**config.mk**
```make
export PLATFORM = sky130hd
export DESIGN_NAME = input_debounce
export DESIGN_NICKNAME = d
export VERILOG_FILES = /design/src/rtl/debounce_pkg.sv /design/src/rtl/debounce_bit.sv /design/src/rtl/input_debounce.sv
export SDC_FILE = /design/constraint.sdc
export NUM_CORES = 1
export LEC_CHECK = 0
export BUFFER_PORTS_ARGS = -buffer_cell sky130_fd_sc_hd__buf_2
export CAP_MARGIN = 20
export CORE_MARGIN = 3
export CORE_UTILIZATION = 64
export CTS_CLUSTER_DIAMETER = 120
export CTS_CLUSTER_SIZE = 24
export DETAILED_ROUTE_END_ITERATION = 10
export PLACE_DENSITY = 0.85
export SYNTH_ARGS = -nofsm -noshare
export SYNTH_HDL_FRONTEND = slang
export SYNTH_HIERARCHICAL = 1
export SYNTH_SLANG_ARGS = --single-unit
```
**constraint.sdc**
```tcl
create_clock -name clk -period 3 [get_ports clk]
set_input_delay 0.15 -clock clk [delete_from_list [all_inputs] [get_ports clk]]
set_output_delay 0.15 -clock clk [all_outputs]
set_load 0.005 [all_outputs]
```
**src/rtl/debounce_pkg.sv**
```systemverilog
// Shared encodings and defaults for the input debounce slice.
// The optional rise/fall edge pulses are controlled by the macro DEBOUNCE_EDGE_EN.
package debounce_pkg;

   typedef enum logic {
      ST_STABLE  = 1'b0,
      ST_PENDING = 1'b1
   } db_state_t;

   localparam int DEFAULT_STABLE_CYCLES = 50000;
   localparam int DEFAULT_CNT_W         = 16;

   // The counter tops out at stable_cycles-1, so that value must fit in cnt_w bits.
   function automatic bit cfg_ok(input int cnt_w, input int stable_cycles);
      return (stable_cycles >= 1) &&
             ((longint'(stable_cycles) - 64'sd1) < (longint'(1) << cnt_w));
   endfunction

endpackage

```
**src/rtl/debounce_bit.sv**
```systemverilog
// One debounce channel: 2-flop synchroniser, stability FSM/counter, registered pulses.
// With DEBOUNCE_EDGE_EN defined the rise/fall flops are built, otherwise rise/fall tie to 0.
//
//   state      | meaning
//   -----------+---------------------------------------------------------------
//   ST_STABLE  | synchronised input matches clean; counter parked at 0
//   ST_PENDING | new level seen; counting consecutive clocks it has held
module debounce_bit
   import debounce_pkg::*;
#(
   parameter int CNT_W         = DEFAULT_CNT_W,
   parameter int STABLE_CYCLES = DEFAULT_STABLE_CYCLES
) (
   input  logic clk,
   input  logic rst,
   input  logic raw,
   output logic clean,
   output logic changed,
   output logic rise,
   output logic fall
);

   if (!cfg_ok(CNT_W, STABLE_CYCLES)) begin : g_bad_cfg
      $error("debounce_bit: STABLE_CYCLES must be >= 1 and STABLE_CYCLES-1 must fit in CNT_W bits");
   end

   localparam logic [CNT_W-1:0] CNT_LAST = CNT_W'(STABLE_CYCLES - 1);
   localparam logic [CNT_W-1:0] CNT_ONE  = CNT_W'(1);

   logic             s1;
   logic             s2;
   db_state_t        state;
   db_state_t        state_nx;
   logic [CNT_W-1:0] cnt;
   logic [CNT_W-1:0] cnt_nx;
   logic             clean_nx;
   logic             upd;

   always_comb begin
      state_nx = state;
      cnt_nx   = cnt;
      clean_nx = clean;
      upd      = 1'b0;
      unique case (state)
         ST_STABLE: begin
            cnt_nx = '0;
            if (s2 != clean) begin
               // A single-cycle requirement is already met by the first differing sample.
               if (STABLE_CYCLES == 1) begin
                  clean_nx = s2;
                  upd      = 1'b1;
               end else begin
                  state_nx = ST_PENDING;
                  cnt_nx   = CNT_ONE;
               end
            end
         end
         ST_PENDING: begin
            if (s2 == clean) begin
               state_nx = ST_STABLE;
               cnt_nx   = '0;
            end else if (cnt == CNT_LAST) begin
               clean_nx = s2;
               upd      = 1'b1;
               cnt_nx   = '0;
               state_nx = ST_STABLE;
            end else begin
               cnt_nx = cnt + CNT_ONE;
            end
         end
         default: begin
            state_nx = ST_STABLE;
            cnt_nx   = '0;
         end
      endcase
   end

   always_ff @(posedge clk or posedge rst) begin
      if (rst) begin
         s1      <= 1'b0;
         s2      <= 1'b0;
         state   <= ST_STABLE;
         cnt     <= '0;
         clean   <= 1'b0;
         changed <= 1'b0;
      end else begin
         s1      <= raw;
         s2      <= s1;
         state   <= state_nx;
         cnt     <= cnt_nx;
         clean   <= clean_nx;
         changed <= upd;
      end
   end

`ifdef DEBOUNCE_EDGE_EN
   always_ff @(posedge clk or posedge rst) begin
      if (rst) begin
         rise <= 1'b0;
         fall <= 1'b0;
      end else begin
         rise <= upd & clean_nx;
         fall <= upd & ~clean_nx;
      end
   end
`else
   assign rise = 1'b0;
   assign fall = 1'b0;
`endif

endmodule

```
**src/rtl/input_debounce.sv**
```systemverilog
// Debounces WIDTH independent switch lines into clock-synchronous levels (bit0->a, bit1->b, bit2->c).
// rise/fall pulses exist only when DEBOUNCE_EDGE_EN is defined; the port list never changes.
module input_debounce
   import debounce_pkg::*;
#(
   parameter int WIDTH         = 3,
   parameter int CNT_W         = DEFAULT_CNT_W,
   parameter int STABLE_CYCLES = DEFAULT_STABLE_CYCLES
) (
   input  logic             clk,
   input  logic             rst,
   input  logic [WIDTH-1:0] raw,
   output logic [WIDTH-1:0] clean,
   output logic             changed,
   output logic [WIDTH-1:0] rise,
   output logic [WIDTH-1:0] fall
);

   logic [WIDTH-1:0] changed_bit;

   for (genvar i = 0; i < WIDTH; i++) begin : g_bit
      debounce_bit #(
         .CNT_W         (CNT_W),
         .STABLE_CYCLES (STABLE_CYCLES)
      ) u_bit (
         .clk     (clk),
         .rst     (rst),
         .raw     (raw[i]),
         .clean   (clean[i]),
         .changed (changed_bit[i]),
         .rise    (rise[i]),
         .fall    (fall[i])
      );
   end

   // Per-bit flags are already registered, so the OR keeps the one-clock pulse shape.
   assign changed = |changed_bit;

endmodule
```
* After elaboration in Yosys (flattened, before gate mapping)
Cells that the tools add are included.
** Word-level totals
- Bits in registers :: 63
- Input bits :: 5
- Output and inout port bits :: 10
** Cells by class
- Add/sub/neg operators :: 3
- Equal/unequal tests :: 9
- Mux-type cells :: 33
- Bitwise gates (word level) :: 6
- Reduce and logical (&&, ||, !) cells :: 4
** Operator list (count)
- $mux 16 :: 6
- $pmux 16 s2 :: 3
- $add 16x1->16 const B :: 3
- $eq 16x16->1 const B :: 3
- $mux 1 :: 21
- $reduce_and 3->1 :: 3
- $not 1->1 :: 6
- $pmux 1 s2 :: 3
- $eq 1x1->1 :: 3
- $ne 1x1->1 :: 3
- $reduce_or 3->1 :: 1

* Logic depth before layout (Yosys ltp)
Gate-level depths: netlist of run 1.
- Word-level depth :: 4
- Depth in mapped cells :: 7

* Cells and area by module
The synthesis of run 1 kept the hierarchy.
** Modules (own cells, without submodules)
- debounce_bit :: instances 3, cells each 99, area each 1027.2 um^2, sequential area each 525.5 um^2
- input_debounce :: instances 1, cells each 1, area each 6.3 um^2, sequential area each 0.0 um^2

* Worst setup path after synthesis of run 1
No wires, ideal clock.
- Kind :: register to register
- From :: register g_bit[0].u_bit.cnt[7]
- To :: register g_bit[0].u_bit.cnt[10]
- Arrival time :: 1.703 ns
- Slack :: 1.179 ns
- Cell stages (with the launch flop) :: 7
- Path buffers :: 2
- Path through :: dfrtp_1 or4b_4 nor4_4 or2_0 buf_4 buf_6 nor2_1
** Between the ends
- Word-level cells in the longest chain between the ends :: 4
** Ends and longest elaborated chain
- start, declared :: RTL line debounce_bit.sv:34 : logic [CNT_W-1:0] cnt;
- start signal, assigned :: RTL line debounce_bit.sv:90 : cnt <= cnt_nx;
- $add 16x1->16 or $eq 16x16->1 (tied branches) :: RTL line debounce_bit.sv:68, debounce_bit.sv:62
- $mux 16 (*) :: RTL line debounce_bit.sv:62 : end else if (cnt == CNT_LAST) begin
- $mux 16 (*) :: RTL line debounce_bit.sv:59 : if (s2 == clean) begin
- $pmux 16 s2 (*) :: RTL line debounce_bit.sv:44 : unique case (state)
- named net g_bit[0].u_bit.cnt_nx[10] :: RTL line debounce_bit.sv:35 : logic [CNT_W-1:0] cnt_nx;
The timed path passes the listed nets; every way through them passes the cells marked *.
A chain may end at the register's enable or synchronous reset.

* Worst setup path in the final report of run 1
- From :: register g_bit[2].u_bit.cnt[7]
- To :: register g_bit[2].u_bit.cnt[11]
** Between the ends
- Word-level cells in the longest chain between the ends :: 4
** Ends and longest elaborated chain (RTL line)
- start, declared :: debounce_bit.sv:34
- start signal, assigned :: debounce_bit.sv:90
- $add 16x1->16 or $eq 16x16->1 (tied branches) :: debounce_bit.sv:68, debounce_bit.sv:62
- $mux 16 (*) :: debounce_bit.sv:62
- $mux 16 (*) :: debounce_bit.sv:59
- $pmux 16 s2 (*) :: debounce_bit.sv:44
- named net g_bit[2].u_bit.cnt_nx[11] :: debounce_bit.sv:35
Marked as above.

==> results.py, run 1 <==
metrics = {
    "finish": {
        "nFillCells": 316,
        "utilization_pct": 74.9,
        "nets": 319,
        "layout-drive-gt1-share_pct": 11.1,
        "areaGrowthSynthToFinish_pct": 9.28,
        "diodes": 0,
    },
    "logic_synthesis": {
        "synthDistinctLibCells": 30,
        "postSynthCellCount": 298,
        "mapped_avg_cell_area_um2": 10.4,
        "synth-seq-area-share_pct": 51.1,
        "synth_top_cells_by_area": "dfrtp_1, xnor2_1, nor2_1, xor2_1, nand4_1",
        "synth_seq_cells": 63,
        "synthesis.area_um2": 3090,
        "netlist.top_cell.by_area": "dfrtp_1",
        "synth-warning-count": 6,
        "synth_largest_type_area_fraction_pct": 51.1,
    },
    "clock_network": {
        "clk_latency_ns": 0.34,
        "cts_sinks": 63,
        "holdBufCountCts": 4,
        "postCtsResizedCells": 0,
        "cts_buffer_depth": 2,
        "cts_root_buffer": "clkbuf_8",
        "clock_slew_seen_by_the_registers_of_the_worst_setup_and_hold_paths_ns": 0.07,
        "cts_made_buffers": 9,
        "cts_tree": "built",
        "post-cts-setup-buffers": 0,
        "cts_htree_levels": 3,
    },
    "timing": {
        "timing_hold_violations_final": 0,
        "worst_slew_pin_slew_ns": 0.846,
        "finClkSkew_ns": 0.0121,
        "max_freq_mhz": 424,
        "fin_tns_setup_ns": 0,
        "whs_ns": 0.358,
        "report.final.slew_viol_count": 0,
        "period_needed_ns": 2.36,
        "timing.final.setup_violations": 0,
        "slew_margin_rel_pct": 43.6,
        "rsz_0062_raised_after_global_routing": "no",
        "min_period_over_period_pct": 78.6,
    },
    "die": {
        "number_of_standard_cell_rows_in_the_floorplan": 24,
        "starting_density_pct": 68.6,
        "chipWidth_um": 75.5,
        "dieArea_um2": 5690,
        "floorplan_core_area_um2": 4500,
        "chipHeight_um": 75.5,
        "pin_count": 15,
    },
    "drt": {
        "avgViaCountPerCell": 5.90,
        "drc": 0,
        "residual_antenna_violating_net_count_after_detailed_routing": 0,
        "drtPass1Iterations": 4,
        "routedWlPerCell_um": 15.3,
        "drt_first_iter_violations": 98,
        "drt-total-wl_um": 5630,
        "via_count": 2172,
    },
    "global_route": {
        "first_global_vias": 2070,
        "grt_first_pass_wirelength_um": 9330,
        "antenna_found_initial": 0,
        "track_usage_pct": 22.2,
        "grt-ovfl-total": 0,
        "largest_net_degree_at_the_start_of_global_routing": 22,
    },
    "worst_setup_path": {
        "crit_path_max_incr_delay_ns": 0.71,
        "critical_path.top_delay_family": "simple AND/OR/NAND/NOR gates",
        "setup.worst_path.end": "g_bit[2].u_bit/cnt[11]",
        "crit_type": "flip-flop to flip-flop",
        "r2r_slack_ns": 0.64,
        "reg2regPathDepth": 4,
        "cp.buffers_inverters": 0,
        "worst_path_max_delay_cell": "or2_0",
        "data_required_time_at_the_worst_endpoint_ns": 3.18,
        "worst_ep_arrival_time_ns": 2.54,
        "worstReg2RegStart": "g_bit[2].u_bit/cnt[7]",
        "worst-path-stages": 4,
        "maximum_fanout_along_the_worst_path": 14,
        "r2r_end": "g_bit[2].u_bit/cnt[11]",
        "crit_path_start": "g_bit[2].u_bit/cnt[7]",
        "setup.worst_path.start_class": "flip-flop",
        "cp-end-kind": "flip-flop",
        "critical_path.cell_chain": "or4b_4 -> nor4_4 -> or2_0 -> nor2_1",
    },
    "placed_design": {
        "numPortBuffers": 8,
        "place_hpwl_um": 3650,
        "gp_congestion": 0.816,
    },
    "status": {
        "outcome": "finished clean",
    },
    "pwr": {
        "total_power_w": 0.00176,
        "power.leakage_nw": 1.42,
        "vdd_ir_drop_max_uv": 474,
        "power_per_cell_area_nw_per_um2": 523,
    },
    "hold_path": {
        "worst_min_delay_path_category": "flip-flop to flip-flop",
        "min_delay_startpoint": "g_bit[1].u_bit/s1",
        "timing.hold.worst_path_depth": 0,
    },
    "flow_run": {
        "max_cap_viols": 0,
    },
}
==> Yosys cell counts <==
cell type  count
and3_1         3
and4_1         6
nor4_1         6
nand4_1       18
or4b_4         3
and2_1         3
o31ai_1        3
buf_4          9
ha_1           3
or4bb_1        6
inv_1         12
o21a_1         3
dfrtp_1       63
mux2_2         3
or3_1          4
nand2b_1       3
or2_0          3
nand3_1       12
nor2_1        48
nand2_1       15
or4_1          3
buf_6          3
nor3_1         6
clkbuf_1       3
conb_1         3
o21ai_0        3
xor2_1        18
nor4_4         3
a21oi_1        9
xnor2_1       21
==> worst min path at each step <==
stage                                         to  slack, ns
after floorplan           g_bit[0].u_bit/changed       0.13
after detailed placement       g_bit[0].u_bit/s1       0.26
after CTS                      g_bit[2].u_bit/s2       0.36
final                          g_bit[1].u_bit/s2       0.36
after global routing           g_bit[1].u_bit/s2       0.37
after global placement         g_bit[0].u_bit/s1       0.26
==> layout make-up <==
type / instances / area, um2 / share of cell area [%]
Clock buffer: 10 / 138 / 4.08
Clock inverter: 6 / 90.1 / 2.67
Inverter: 12 / 45.0 / 1.33
Multi-Input combinational cell: 211 / 1370 / 40.5
Sequential cell: 63 / 1580 / 46.7
Tap cell: 52 / 65.1 / 1.93
Timing Repair Buffer: 14 / 95.1 / 2.82
==> worst register-to-register path: stages, from the launching register on <==
cell,delay [ns]
dfrtp_1,0.43
or4b_4,0.56
nor4_4,0.35
or2_0,0.71
nor2_1,0.15
==> kinds of logic after synthesis <==
group | count (synthesis) | synth area share (%)
flip-flops | 63 | 51.1
AO/OA/AOI/OAI | 18 | 3.40
AND/OR/NAND/NOR | 142 | 26.7
multiplexers | 3 | 1.09
adder cells (fa/ha/maj) | 3 | 1.22
other | 3 | 0.365
XOR/XNOR | 39 | 11.1
buffers and inverters | 27 | 5.10
==> flip-flops by register name, summed over array words and instances, names as in the netlist <==
signal	flops
g_bit.u_bit/s2	3
g_bit.u_bit/state	3
g_bit.u_bit/changed	3
g_bit.u_bit/clean	3
g_bit.u_bit/s1	3
g_bit.u_bit/cnt	48
==> layout by cell type (no fill, tap or decap), drive strengths merged, types with 4 or more instances in the layout <==
| master | instances |
|---|---|
| xor2 | 18 |
| dfrtp | 63 |
| nand2 | 15 |
| buf | 10 |
| inv | 14 |
| and4 | 6 |
| nor4 | 9 |
| or4bb | 6 |
| a21oi | 9 |
| nor2 | 48 |
| or3 | 4 |
| dlygate4sd3 | 4 |
| conb | 6 |
| nand3 | 12 |
| nand4 | 18 |
| clkbuf | 10 |
| nor3 | 6 |
| xnor2 | 21 |
==> layer usage <==
layer / up-vias / part of all wire (%) / track usage, %
li1: 1046 / - / -
met1: 1071 / 45 / 27.2
met2: 51 / 49 / 35.9
met3: 4 / 4.6 / 8.58
met4: 0 / 0.73 / 7.77
met5: - / 0 / 0
==> stage by stage <==
step | instance area (um2) | setup slack (ns) | instances
2_1_floorplan | 3100 | 1.18 | 301
3_3_place_gp | 3110 | 0.769 | 348
3_5_place_dp | 3110 | 0.644 | 348
4_1_cts | 3370 | 0.643 | 368
5_1_grt | 3370 | 0.481 | 368
6_report | 3370 | 0.642 | 368
==> power breakdown <==
group          switching, W  total (W)  internal, W
sequential       0.00000814   0.000869     0.000860
clock              0.000343   0.000838     0.000495
combinational     0.0000395  0.0000570    0.0000175
total              0.000391    0.00176      0.00137
Power figures use the tool's default switching activity.
==> run 2, diff against run 1 <==
--- a/config.mk
+++ b/config.mk
@@ -5,14 +5,15 @@
 export SDC_FILE = /design/constraint.sdc
 export NUM_CORES = 1
 export LEC_CHECK = 0
+export ABC_AREA = 1
 export BUFFER_PORTS_ARGS = -buffer_cell sky130_fd_sc_hd__buf_2
 export CAP_MARGIN = 20
 export CORE_MARGIN = 3
-export CORE_UTILIZATION = 64
+export CORE_UTILIZATION = 61
 export CTS_CLUSTER_DIAMETER = 120
 export CTS_CLUSTER_SIZE = 24
 export DETAILED_ROUTE_END_ITERATION = 10
-export PLACE_DENSITY = 0.85
+export PLACE_DENSITY = 0.81
 export SYNTH_ARGS = -nofsm -noshare
 export SYNTH_HDL_FRONTEND = slang
 export SYNTH_HIERARCHICAL = 1
==> constraint.sdc (replaced) <==
create_clock -name clk -period 2.2 [get_ports clk]
set_input_delay 0.11 -clock clk [delete_from_list [all_inputs] [get_ports clk]]
set_output_delay 0.11 -clock clk [all_outputs]
set_load 0.005 [all_outputs]
==> run 2 against run 1 <==
Effect of this change: flip-flop and latch count unchanged; clock skew shrank 0.0078 ns; via count increased by 27%; critical path depth rose by 4; die area is 14% higher; final cell count is 42% higher; global-route usage is 1.5 points higher; setup slack better by 0.087 ns; synthesized cell count up 44%; clock power is 17% higher; total power up 32%; highest routed layer unchanged.
==> results.py, run 2 <==
metrics = {
    "clock_network": {
        "post-cts-setup-buffers": 0,
        "cts_tree": "built",
        "cts_made_buffers": 9,
        "clk_latency_ns": 0.33,
        "clock_slew_seen_by_the_registers_of_the_worst_setup_and_hold_paths_ns": 0.07,
        "cts_buffer_depth": 2,
        "cts_sinks": 63,
        "cts_root_buffer": "clkbuf_8",
        "cts_htree_levels": 3,
    },
    "hold_path": {
        "worst_min_delay_path_category": "flip-flop to flip-flop",
        "timing.hold.worst_path_depth": 0,
        "min_delay_startpoint": "g_bit[2].u_bit/s1",
        "holdPathEnd": "g_bit[2].u_bit/s2",
    },
    "timing": {
        "finClkSkew_ns": 0.00434,
        "timing_hold_violations_final": 0,
        "max_freq_mhz": 680,
        "report.final.slew_viol_count": 0,
        "fin_tns_setup_ns": 0,
        "rsz_0062_raised_after_global_routing": "no",
        "min_period_over_period_pct": 66.9,
        "timing.final.setup_violations": 0,
        "period_needed_ns": 1.47,
        "slew_margin_rel_pct": 47.4,
        "worst_slew_pin_slew_ns": 0.789,
    },
    "die": {
        "chipHeight_um": 80.7,
        "dieArea_um2": 6510,
        "floorplan_core_area_um2": 5240,
        "starting_density_pct": 65.0,
        "pin_count": 15,
        "number_of_standard_cell_rows_in_the_floorplan": 26,
        "chipWidth_um": 80.7,
    },
    "worst_setup_path": {
        "crit_type": "flip-flop to flip-flop",
        "r2r_end": "g_bit[1].u_bit/cnt[5]",
        "crit_path_start": "g_bit[1].u_bit/cnt[0]",
        "cp.buffers_inverters": 1,
        "cp-end-kind": "flip-flop",
        "reg2regPathDepth": 8,
        "data_required_time_at_the_worst_endpoint_ns": 2.44,
        "critical_path.cell_chain": "ha_1 -> nand2_2 -> inv_2 -> nand2_2 -> nor2_4 -> nand2_4 -> nand2_4 -> nor3_1",
        "worstReg2RegStart": "g_bit[1].u_bit/cnt[0]",
        "maximum_fanout_along_the_worst_path": 10,
        "setup.worst_path.start_class": "flip-flop",
        "crit_path_max_incr_delay_ns": 0.40,
        "worst_ep_arrival_time_ns": 1.71,
        "r2r_slack_ns": 0.73,
        "worst_path_max_delay_cell": "dfrtp_1",
        "critical_path.top_delay_family": "simple AND/OR/NAND/NOR gates",
    },
    "logic_synthesis": {
        "synth-edff-count": 0,
        "synth-warning-count": 6,
        "synth_top_family_by_area": "simple AND/OR/NAND/NOR gates",
        "ys_flop_type": "dfrtp_1",
        "mapped_avg_cell_area_um2": 7.94,
        "synth_adder_area_share_pct": 1.10,
        "synth-compound-area-share_pct": 3.53,
        "synthSimpleGateAreaFrac_pct": 39.0,
        "muxShareOfSynthArea_pct": 0,
        "netlist.top_cell.by_area": "dfrtp_1",
        "synth-seq-area-share_pct": 46.3,
        "yosys.area_share.xor_xnor_pct": 2.32,
        "synth_top_cells_by_area": "dfrtp_1, nor2_1, nand2_1, nand3_1, inv_1",
        "synth_seq_cells": 63,
        "synth_largest_type_area_fraction_pct": 46.3,
        "synthDistinctLibCells": 23,
        "ys_top_cells_by_count": "nor2_1, nand2_1, dfrtp_1, inv_1, nand3_1",
        "synthesis.area_um2": 3400,
        "synth_most_common_cell": "nor2_1",
        "postSynthCellCount": 429,
        "fraction_of_registers_with_async_set_or_reset_after_synthesis_pct": 100,
    },
    "drt": {
        "drt_first_iter_violations": 157,
        "avgViaCountPerCell": 5.28,
        "routedWlPerCell_um": 12.3,
        "drc": 0,
        "drtPass1Iterations": 5,
        "residual_antenna_violating_net_count_after_detailed_routing": 0,
        "via_count": 2765,
        "drt-total-wl_um": 6460,
    },
    "global_route": {
        "largest_net_degree_at_the_start_of_global_routing": 22,
        "first_global_vias": 2638,
        "antenna_found_initial": 0,
        "grt_first_pass_wirelength_um": 11900,
        "grt-ovfl-total": 0,
        "track_usage_pct": 23.7,
    },
    "status": {
        "outcome": "finished clean",
    },
    "finish": {
        "nets": 457,
        "largest_register": "g_bit.u_bit/cnt",
        "diodes": 0,
        "final_common_cell": "nor2_1",
        "layout-drive-gt1-share_pct": 16.7,
        "nFillCells": 381,
        "largest_register_ff_count": 48,
        "area.sequential_um2": 1580,
        "areaGrowthSynthToFinish_pct": 9.52,
        "layout_common_cells": "nor2_1, nand2_1, dfrtp_1",
        "multiInputGateArea_um2": 1590,
    },
    "pwr": {
        "vdd_ir_drop_max_uv": 558,
        "total_power_w": 0.00233,
        "power_per_cell_area_nw_per_um2": 625,
        "power.leakage_nw": 1.73,
    },
    "placed_design": {
        "numPortBuffers": 8,
        "gp_congestion": 0.881,
        "place_hpwl_um": 4780,
    },
    "flow_run": {
        "max_cap_viols": 0,
    },
}
==> run 2: cells by family (layout without fill, tap and decap cells) <==
group,count (synthesis),after routing
AOI/OAI and AO/OA,21,21
xor gates and xnor gates,9,9
adders and majority gates,3,3
buffers and inverters,61,83
DFF,63,63
other,3,6
and+or+nand+nor,269,269
==> run 2: cell type report <==
class	count	share of cell area [%]
Sequential cell	63	42.3
Tap cell	70	2.35
Clock buffer	12	3.89
Clock inverter	4	1.21
Inverter	55	5.54
Multi-Input combinational cell	308	42.6
Timing Repair Buffer	12	2.15
==> run 2: worst max path at each step <==
stage | depth (start not counted) | end
global placement | 8 | g_bit[1].u_bit/cnt[5]
global route | 8 | g_bit[1].u_bit/cnt[0]
detailed placement | 8 | g_bit[0].u_bit/cnt[2]
finish | 8 | g_bit[1].u_bit/cnt[5]
CTS | 8 | g_bit[1].u_bit/cnt[5]
floorplan | 8 | g_bit[0].u_bit/cnt[7]
==> run 2: metrics by stage <==
stage / hold slack (ns) / util (%) / setup WS (ns) / area (um2) / std cells
floorplan: 0.0865 / - / 0.946 / 3420 / 432
global placement: 0.219 / 66.8 / 0.871 / 3500 / 504
detailed placement: 0.221 / 66.8 / 0.776 / 3500 / 504
CTS: 0.361 / 71.2 / 0.754 / 3730 / 524
global route: 0.373 / 71.2 / 0.619 / 3730 / 524
finish: 0.361 / 71.2 / 0.729 / 3730 / 524
==> run 2: routing by layer <==
metal | up-vias | track usage (%) | routed length [um]
met2 | 81 | 36.6 | 3030
met1 | 1293 | 32.9 | 3000
met5 | - | 0 | 0
li1 | 1382 | - | -
met3 | 9 | 5.72 | 353
met4 | 0 | 8.28 | 81
==> run 2: worst register-to-register path, stage by stage (launching register included) <==
cell	delay (ns)
dfrtp_1	0.40
ha_1	0.24
nand2_2	0.12
inv_2	0.06
nand2_2	0.09
nor2_4	0.06
nand2_4	0.13
nand2_4	0.11
nor3_1	0.18
==> run 2: power by group <==
part / internal, W / switching (W) / total, W
Clock: 0.000549 / 0.000430 / 0.000979
Combinational: 0.0000475 / 0.000102 / 0.000149
Sequential: 0.00119 / 0.0000157 / 0.00120
Total: 0.00178 / 0.000548 / 0.00233
==> run 2: timing repair <==
action                                  4_1_cts  5_1_grt
gates resized for setup                       0        0
hold buffers                                  4        0
endpoints found under the setup margin        0        0
hold endpoints to repair                     66        0
